## src/rtl/board_port_arbiter.sv

```systemverilog
// board_port_arbiter: shares the single board-memory port between the game
// FSM (writes), the victory checker (locked read scans) and the display reader.
// Fixed priority: promoted display > write (unlocked only) > checker > display.
// Read data returns one cycle after the grant through a registered rdata.
// Optional macro DISPLAY_STARVE_GUARD_EN enables the display starvation guard;
// without it the display is strictly lowest priority.
module board_port_arbiter #(
  parameter int ROW_BITS     = 3,
  parameter int COL_BITS     = 3,
  parameter int DATA_BITS    = 2,
  parameter int STARVE_LIMIT = 4,
  parameter int STARVE_BITS  = 3
) (
  input  logic                 clk,
  input  logic                 rst,
  input  logic                 wr_req,
  input  logic [ROW_BITS-1:0]  wr_row,
  input  logic [COL_BITS-1:0]  wr_col,
  input  logic [DATA_BITS-1:0] wr_data,
  output logic                 wr_gnt,
  input  logic                 chk_req,
  input  logic                 chk_lock,
  input  logic [ROW_BITS-1:0]  chk_row,
  input  logic [COL_BITS-1:0]  chk_col,
  output logic                 chk_gnt,
  output logic                 chk_rvalid,
  input  logic                 disp_req,
  input  logic [ROW_BITS-1:0]  disp_row,
  input  logic [COL_BITS-1:0]  disp_col,
  output logic                 disp_gnt,
  output logic                 disp_rvalid,
  output logic [DATA_BITS-1:0] rdata,
  output logic [ROW_BITS-1:0]  mem_row,
  output logic [COL_BITS-1:0]  mem_col,
  output logic                 mem_write,
  output logic [DATA_BITS-1:0] mem_wdata,
  input  logic [DATA_BITS-1:0] mem_rdata
);

  typedef enum logic {
    FREE   = 1'b0,
    LOCKED = 1'b1
  } state_t;

  state_t state_reg, state_next;

  logic                 promote;
  logic [DATA_BITS-1:0] rdata_reg;
  logic                 chk_rvalid_reg;
  logic                 disp_rvalid_reg;

  // Lock state register; reset always returns to FREE, even with chk_lock high
  always_ff @(posedge clk) begin
    if (rst) begin
      state_reg <= FREE;
    end else begin
      state_reg <= state_next;
    end
  end

  // Next state: the sampled chk_lock decides the lock for the following cycle
  always_comb begin
    state_next = state_reg;
    case (state_reg)
      FREE:    if (chk_lock)  state_next = LOCKED;
      LOCKED:  if (!chk_lock) state_next = FREE;
      default: state_next = FREE;
    endcase
  end

`ifdef DISPLAY_STARVE_GUARD_EN
  logic [STARVE_BITS-1:0] starve_cnt_reg, starve_cnt_next;

  // Count consecutive denied display cycles, saturating at the limit
  always_comb begin
    starve_cnt_next = starve_cnt_reg;
    if (!disp_req || disp_gnt) begin
      starve_cnt_next = '0;
    end else if (starve_cnt_reg != STARVE_BITS'(STARVE_LIMIT)) begin
      starve_cnt_next = starve_cnt_reg + 1'b1;
    end
  end

  // Starvation counter register
  always_ff @(posedge clk) begin
    if (rst) begin
      starve_cnt_reg <= '0;
    end else begin
      starve_cnt_reg <= starve_cnt_next;
    end
  end

  assign promote = (starve_cnt_reg == STARVE_BITS'(STARVE_LIMIT));
`else
  // Guard removed: keep the sizing parameters referenced but inert
  logic [STARVE_BITS-1:0] unused_starve_limit;
  assign unused_starve_limit = STARVE_BITS'(STARVE_LIMIT);
  assign promote = 1'b0;
`endif

  // Grant outputs: one-hot fixed priority, all forced low while in reset
  always_comb begin
    wr_gnt   = 1'b0;
    chk_gnt  = 1'b0;
    disp_gnt = 1'b0;
    if (!rst) begin
      if (disp_req && promote) begin
        disp_gnt = 1'b1;
      end else if (wr_req && (state_reg == FREE)) begin
        wr_gnt = 1'b1;
      end else if (chk_req) begin
        chk_gnt = 1'b1;
      end else if (disp_req) begin
        disp_gnt = 1'b1;
      end
    end
  end

  // Address/data mux follows the grant; idle cycles present the display address
  always_comb begin
    mem_row   = disp_row;
    mem_col   = disp_col;
    mem_wdata = '0;
    if (wr_gnt) begin
      mem_row   = wr_row;
      mem_col   = wr_col;
      mem_wdata = wr_data;
    end else if (chk_gnt) begin
      mem_row = chk_row;
      mem_col = chk_col;
    end
  end

  assign mem_write = wr_gnt;

  // Registered read return: capture on read grants, flag the owner for one cycle
  always_ff @(posedge clk) begin
    if (rst) begin
      rdata_reg       <= '0;
      chk_rvalid_reg  <= 1'b0;
      disp_rvalid_reg <= 1'b0;
    end else begin
      chk_rvalid_reg  <= chk_gnt;
      disp_rvalid_reg <= disp_gnt;
      if (chk_gnt || disp_gnt) begin
        rdata_reg <= mem_rdata;
      end
    end
  end

  assign rdata       = rdata_reg;
  assign chk_rvalid  = chk_rvalid_reg;
  assign disp_rvalid = disp_rvalid_reg;

endmodule
```

## config.mk

```make
export PLATFORM = sky130hd
export DESIGN_NAME = board_port_arbiter
export DESIGN_NICKNAME = d
export VERILOG_FILES = /design/src/rtl/board_port_arbiter.sv
export SDC_FILE = /design/constraint.sdc
export NUM_CORES = 1
export LEC_CHECK = 0
export ABC_AREA = 1
export BUFFER_PORTS_ARGS = -buffer_cell sky130_fd_sc_hd__buf_2
export CORE_AREA = 5 5 42 44
export CTS_CLUSTER_DIAMETER = 40
export DETAILED_ROUTE_END_ITERATION = 8
export DIE_AREA = 0 0 47 49
export HOLD_SLACK_MARGIN = 0.05
export PLACE_DENSITY = 0.81
export SLEW_MARGIN = 15
export SYNTH_ARGS = -nofsm -noshare
export SYNTH_HDL_FRONTEND = slang
export SYNTH_SLANG_ARGS = --single-unit
```

## constraint.sdc

```tcl
create_clock -name clk -period 1.53 [get_ports clk]
set_clock_uncertainty 0.2 [all_clocks]
set_input_delay 0.3825 -clock clk [delete_from_list [all_inputs] [get_ports clk]]
set_output_delay 0.3825 -clock clk [all_outputs]
set_load 0.02 [all_outputs]
```

==> results.cfg, run 1 <==
[worst_setup_path]
worstReg2RegStart = state_reg
cp-end-kind = output pin
worstPathArrival_ns = 1.22
timing.setup.critical_path_class = reg2out
startpoint_type = flip-flop
register_to_register_path_setup_slack_ns = 0.16
required_time_of_the_worst_setup_path_ns = 0.95
worst-path-max-fanout = 8
ff2ff_path_depth = 9
worstReg2RegEnd = rdata[1]

[outcome]
violations_in_the_final_reports = negative setup slack
status = finished, violations left

[timing]
timing.max_slew.rel_slack_pct = 84.8
fin_crit_sh_pct = 118
worst-slew-pin-transition_ns = 0.226
timing.final.crit_period_ns = 1.80
postLayoutSetupSlackWorst_ns = -0.274
final-setup-viol-count = 12
max_freq_mhz = 554
finalHoldViolations = 0
rsz0062_at_grt = true
finalMaxSlewViolations = 0

[placement]
placement.io_buffers = 43
post-dp-hpwl_mm = 1.13
post-place-cells = 124
place_congestion = 0.707
dpl_worst_slack_ns = -0.274

[synth]
post_synthesis_share_of_cell_area_spent_on_full_adders_half_adders_and_majority_gates_pct = 0
dominant_combinational_cell_family_by_area_after_synthesis = simple AND/OR/NAND/NOR gates
syn_nets = 89
netlist_instances = 61
synth.cell_area_sq_um = 379
yosysWarningCount = 0
synth.yosys.seq_area_share_pct = 26.4
area_share_of_and_or_nand_nor_cells_after_synthesis_pct = 56.1
compound_cell_area_share_of_the_yosys_netlist_pct = 1.98
postSynthAreaPerCell_sq_um = 6.21
synth.ff_latch_count = 5
synthDistinctLibCells = 14
synth_xor_xnor_area_share_pct = 0
mux_contribution_to_synthesized_area_pct = 0

[finish]
layout-area-overhead-vs-synth_pct = 125
mostFrequentLayoutCell = sky130_fd_sc_hd__buf_2
most-common-layout-cells = sky130_fd_sc_hd__buf_2, sky130_fd_sc_hd__nand3_2, sky130_fd_sc_hd__nand2_1
drive_above_1_share_pct = 70.4
antennaDiodeCount = 0
fin_cells = 131
utilization_after_layout_pct = 60.9
final_net_count = 144
flip_flop_count_of_the_largest_register_after_layout = 2

[pwr]
power.leakage_nw = 0.511
ir_worst_vdd_mv = 0.472
pwr_density_cell_mw_per_mm2 = 633
finalPower_w = 0.000541

[route]
detailroute.via_count = 574
detail_route.wirelength_mm = 1.42
dr.first_iter.drc_count = 5
remaining_drcs = 0
wl_per_cell_um = 10.9
drt-vias-per-instance = 4.38
drt_pre_antenna_iters = 4
postRouteAntennaNets = 0

[global_route]
globalRoute.totalOverflow = 0
grt_antenna_before_repair = 0
grt_first_pass_wirelength_mm = 2.15
gr-usage-all-layers_pct = 12.2
largest_net_degree_at_the_start_of_global_routing = 9
number_of_global_route_vias_before_repair = 565

[clock_network]
cts_max_level = 1
cts-root-buf = sky130_fd_sc_hd__clkbuf_4
clk_transition_reported_paths_ns = 0.05
cts_tree = yes
cts.sink_count = 5
cts_hold_buf = 0
clk_latency_ns = 0.25
cts_max_path_buffers = 2
numCtsBuffers = 3

[die]
die-width_um = 47
start_util_pct = 27.1
floorplan.rows = 14
die_y_um = 49
dieArea_sq_mm = 0.00230
io-pin-count = 44
core_sq_mm = 0.00140

[min_path]
hold-path-cell-count = 3
hold_class = in2reg
capture_endpoint_of_the_worst_hold_path = state_reg
worstHoldStart = chk_lock

[flow_run]
cap_violations = 0
==> power by group <==
group          internal (W)  switching, W  total, W  leakage (nW)
clock network     0.0000987     0.0000556  0.000154        0.0150
registers          0.000139    0.00000289  0.000142        0.0412
logic              0.000117      0.000128  0.000245         0.455
==> through the flow <==
stage,TNS [ns],area [sq um],hold slack [ns]
after floorplan,-0.501,435,0.254
after global placement,-2.13,701,0.352
after detailed placement,-2.43,701,0.363
after CTS,-2.67,843,0.133
after global routing,-3.34,853,0.154
final,-2.60,853,0.138
==> Yosys cell counts <==
library cell                n  area share, %
sky130_fd_sc_hd__o211ai_1   1            2.0
sky130_fd_sc_hd__buf_4      1            2.0
sky130_fd_sc_hd__nand2_1   14             14
sky130_fd_sc_hd__nand3_2    3            7.9
sky130_fd_sc_hd__nand2_4    1            3.0
sky130_fd_sc_hd__nor2_2     3            5.0
sky130_fd_sc_hd__nor2_4     1            3.0
sky130_fd_sc_hd__nor2_1     6            5.9
sky130_fd_sc_hd__nand3_1   12             16
sky130_fd_sc_hd__inv_4      1            1.7
sky130_fd_sc_hd__inv_2      1           0.99
sky130_fd_sc_hd__inv_1     11             11
sky130_fd_sc_hd__dfxtp_1    5             26
sky130_fd_sc_hd__nand2_2    1            1.7
==> critical path: stages, from the launching register on <==
cell	delay [ns]
sky130_fd_sc_hd__dfxtp_1	0.30
sky130_fd_sc_hd__inv_2	0.08
sky130_fd_sc_hd__nand2_8	0.07
sky130_fd_sc_hd__nor2_4	0.15
sky130_fd_sc_hd__inv_4	0.10
sky130_fd_sc_hd__nand3_2	0.07
sky130_fd_sc_hd__nand3_2	0.07
sky130_fd_sc_hd__buf_6	0.13
==> logic make-up after synthesis <==
family,Yosys count
AOI/OAI and AO/OA,1
DFF,5
buffers and inverters,14
and+or+nand+nor,41
==> final cells by class <==
class                   instances  area (sq um)
fillers                       141           548
repair buffers                 50           340
multi-input cells              43           313
flip-flops and latches          5           100
inverters                      13          53.8
clock buffers                   4          26.3
well taps                      16          20.0
==> repair_timing <==
action,in CTS,in global routing
buffers inserted,1,1
endpoints found under the hold margin,0,0
resized for setup,26,1
endpoints found under the setup margin,12,12
pin swaps,2,0
gates cloned,1,0
==> routing by layer <==
metal  vias up  part of all wire [%]  track usage, %  wire [um]
li1        297                     -               -          -
met2        31                    51            21.0        722
met1       243                    34            12.9        483
met5         -                     0               0          0
met4         0                   1.2            5.53         17
met3         3                    14            3.69        200
==> how the worst max path moves through the flow <==
stage	from	to	slack [ns]	cells after the start
6_report	state_reg	mem_col[2]	-0.27	7
2_1_floorplan	wr_req	mem_col[0]	-0.07	5
5_1_grt	state_reg	mem_row[0]	-0.34	7
4_1_cts	state_reg	mem_row[0]	-0.29	7
3_3_place_gp	wr_req	mem_col[2]	-0.25	7
3_5_place_dp	wr_req	mem_row[0]	-0.27	7
(Power assumes the default switching activity.)
==> run 2, diff against run 1 <==
==> constraint.sdc (replaced) <==
create_clock -name clk -period 1.53 [get_ports clk]
set_clock_uncertainty 0.2 [all_clocks]
set_input_delay 0.0765 -clock clk [delete_from_list [all_inputs] [get_ports clk]]
set_output_delay 0.0765 -clock clk [all_outputs]
set_load 0.02 [all_outputs]
==> run 2 against run 1 <==
Net effect:
- the run still ends with negative setup slack left
- critical path depth did not move
- total power is 2.9% higher
- worst hold slack worse by 0.082 ns
- sequential cell count stayed put
- sequential power is essentially flat
- critical path type unchanged
- highest routed layer unchanged
==> results.cfg, run 2 (same netlist as run 1, synthesis figures left out) <==
[route]
postRouteAntennaNets = 0
drt_pre_antenna_iters = 2
wl_per_cell_um = 11.4
detail_route.wirelength_mm = 1.58
dr.first_iter.drc_count = 4
detailroute.via_count = 612
drt-vias-per-instance = 4.43
remaining_drcs = 0

[finish]
layout-area-overhead-vs-synth_pct = 140
most-common-layout-cells = sky130_fd_sc_hd__buf_2, sky130_fd_sc_hd__nand3_2, sky130_fd_sc_hd__nand2_1
final_net_count = 151
post_layout_instance_area_sq_um = 908
antennaDiodeCount = 0
mostFrequentLayoutCell = sky130_fd_sc_hd__buf_2
flip_flop_count_of_the_largest_register_after_layout = 2
drive_above_1_share_pct = 63.9

[worst_setup_path]
worstPathArrival_ns = 1.29
timing.setup.critical_path_class = reg2out
critical-path-top-cell-by-count = sky130_fd_sc_hd__nand3_2
required_time_of_the_worst_setup_path_ns = 1.25
worstReg2RegStart = state_reg
cp-end-kind = output pin
critical_path.cell_chain = inv_2, nand2_4, nor2_4, inv_4, nand3_2, nand3_2, buf_6
critical-path-slowest-cell = sky130_fd_sc_hd__dfxtp_1
cpPeakStageDelay_ns = 0.30
register_to_register_path_setup_slack_ns = 0.30
worstReg2RegEnd = rdata[1]
ff2ff_path_depth = 8
startpoint_type = flip-flop
worst-path-max-fanout = 8

[clock_network]
clk_latency_ns = 0.25
cts_max_path_buffers = 2
cts_max_level = 1
cts-root-buf = sky130_fd_sc_hd__clkbuf_4
cts_tree = yes
cts.sink_count = 5
numCtsBuffers = 3
clk_transition_reported_paths_ns = 0.05

[die]
core_sq_mm = 0.00140
floorplan.rows = 14
io-pin-count = 44
start_util_pct = 27.1
die-width_um = 47
dieArea_sq_mm = 0.00230
die_y_um = 49

[pwr]
finalPower_w = 0.000556
power.combinational.fraction_pct = 45.8
p_clk_share_pct = 28.7
pwr_density_cell_mw_per_mm2 = 612
ir_worst_vdd_mv = 0.412
sequentialPowerShare_pct = 25.4
power.leakage_nw = 0.546
switching_share_pct = 34.3
switchingPower_w = 0.000190
internal_power_w = 0.000366

[flow_run]
cap_violations = 0

[min_path]
capture_endpoint_of_the_worst_hold_path = chk_rvalid
hold-path-cell-count = 4
worstHoldStart = rst
hold_class = in2reg

[timing]
final-setup-viol-count = 7
timing.max_slew.rel_slack_pct = 83.3
finalHoldViolations = 0
finalMaxSlewViolations = 0
fin_crit_sh_pct = 102
worst-slew-pin-transition_ns = 0.250
max_freq_mhz = 638
postLayoutSetupSlackWorst_ns = -0.0363
timing.final.crit_period_ns = 1.57
rsz0062_at_grt = true

[placement]
placement.io_buffers = 43
postPlaceCellArea_sq_um = 607
post-dp-hpwl_mm = 1.03
place_congestion = 0.678

[global_route]
largest_net_degree_at_the_start_of_global_routing = 11
gr-usage-all-layers_pct = 14.6
grt_first_pass_wirelength_mm = 2.55
number_of_global_route_vias_before_repair = 628
globalRoute.totalOverflow = 0
grt_antenna_before_repair = 0

[outcome]
violations_in_the_final_reports = negative setup slack
status = finished, violations left
==> run 2: cell types whose count changed in the layout (fill, tap and decap cells not counted) <==
cell / before / now
sky130_fd_sc_hd__buf_4: 10 / 7
sky130_fd_sc_hd__nor2_1: 4 / 6
sky130_fd_sc_hd__nand2_1: 13 / 14
sky130_fd_sc_hd__nand2_2: 1 / 0
sky130_fd_sc_hd__buf_2: 31 / 34
sky130_fd_sc_hd__nor2_2: 5 / 3
sky130_fd_sc_hd__nor2_4: 2 / 1
sky130_fd_sc_hd__dlygate4sd3_1: 0 / 7
sky130_fd_sc_hd__buf_6: 8 / 9
==> run 2: area by class of cell <==
class | instances | area [sq um]
clock buffers | 4 | 26.3
multi-input cells | 42 | 294
flip-flops and latches | 5 | 100
repair buffers | 58 | 414
well taps | 16 | 20.0
fillers | 130 | 493
inverters | 13 | 53.8
==> run 2: worst max-delay path by stage <==
stage / start / depth (start not counted) / to / slack (ns)
3_3_place_gp: state_reg / 7 / mem_col[1] / 0.22
2_1_floorplan: state_reg / 5 / mem_wdata[0] / 0.17
5_1_grt: state_reg / 7 / mem_row[0] / -0.14
4_1_cts: state_reg / 7 / mem_col[0] / -0.07
6_report: state_reg / 7 / mem_row[0] / -0.04
3_5_place_dp: state_reg / 7 / mem_col[0] / 0.17
==> run 2: worst max-delay path, delay by kind of cell, from the launching register on <==
| kind | cells | cell delay (ns) |
|---|---|---|
| simple gates | 4 | 0.45 |
| flops | 1 | 0.30 |
| buf+inv | 3 | 0.30 |
==> run 2: per-layer routing <==
metal | GRT usage [%] | part of all wire [%] | wire length, um | up-vias
met2 | 27.1 | 57 | 905 | 27
met1 | 14.7 | 30 | 473 | 269
li1 | - | - | - | 311
met3 | 2.21 | 10 | 163 | 5
met4 | 6.91 | 2.2 | 34 | 0
met5 | 0 | 0 | 0 | -
==> run 2: what timing repair did <==
item | 4_1_cts | 5_1_grt
hold buffers | 7 | 0
cloned | 0 | 0
buffers inserted | 6 | 2
gates resized for setup | 32 | 2
pin swaps | 5 | 2
endpoints found under the setup margin | 8 | 11
endpoints found under the hold margin | 4 | 0
==> run 2: power by group through the flow <==
| stage | clock (W) | combinational (W) | sequential, W |
|---|---|---|---|
| after global routing | 0.000174 | 0.000277 | 0.000142 |
| after floorplan | 0 | 0.0000914 | 0.000152 |
| after global placement | 0 | 0.000169 | 0.000143 |
| after detailed placement | 0 | 0.000171 | 0.000144 |
| final | 0.000160 | 0.000255 | 0.000142 |
| after CTS | 0.000167 | 0.000251 | 0.000142 |
==> run 2: stage by stage <==
stage                     hold WS (ns)  cells  setup slack [ns]  util [%]  TNS, ns
after floorplan                -0.0523     61             0.171         -        0
after global placement          0.0779    119             0.217      43.3        0
after detailed placement        0.0836    119             0.171      43.3        0
after CTS                       0.0601    136           -0.0742      63.3   -0.483
after global routing            0.0904    138            -0.145      64.8    -1.18
final                           0.0561    138           -0.0363      64.8   -0.203
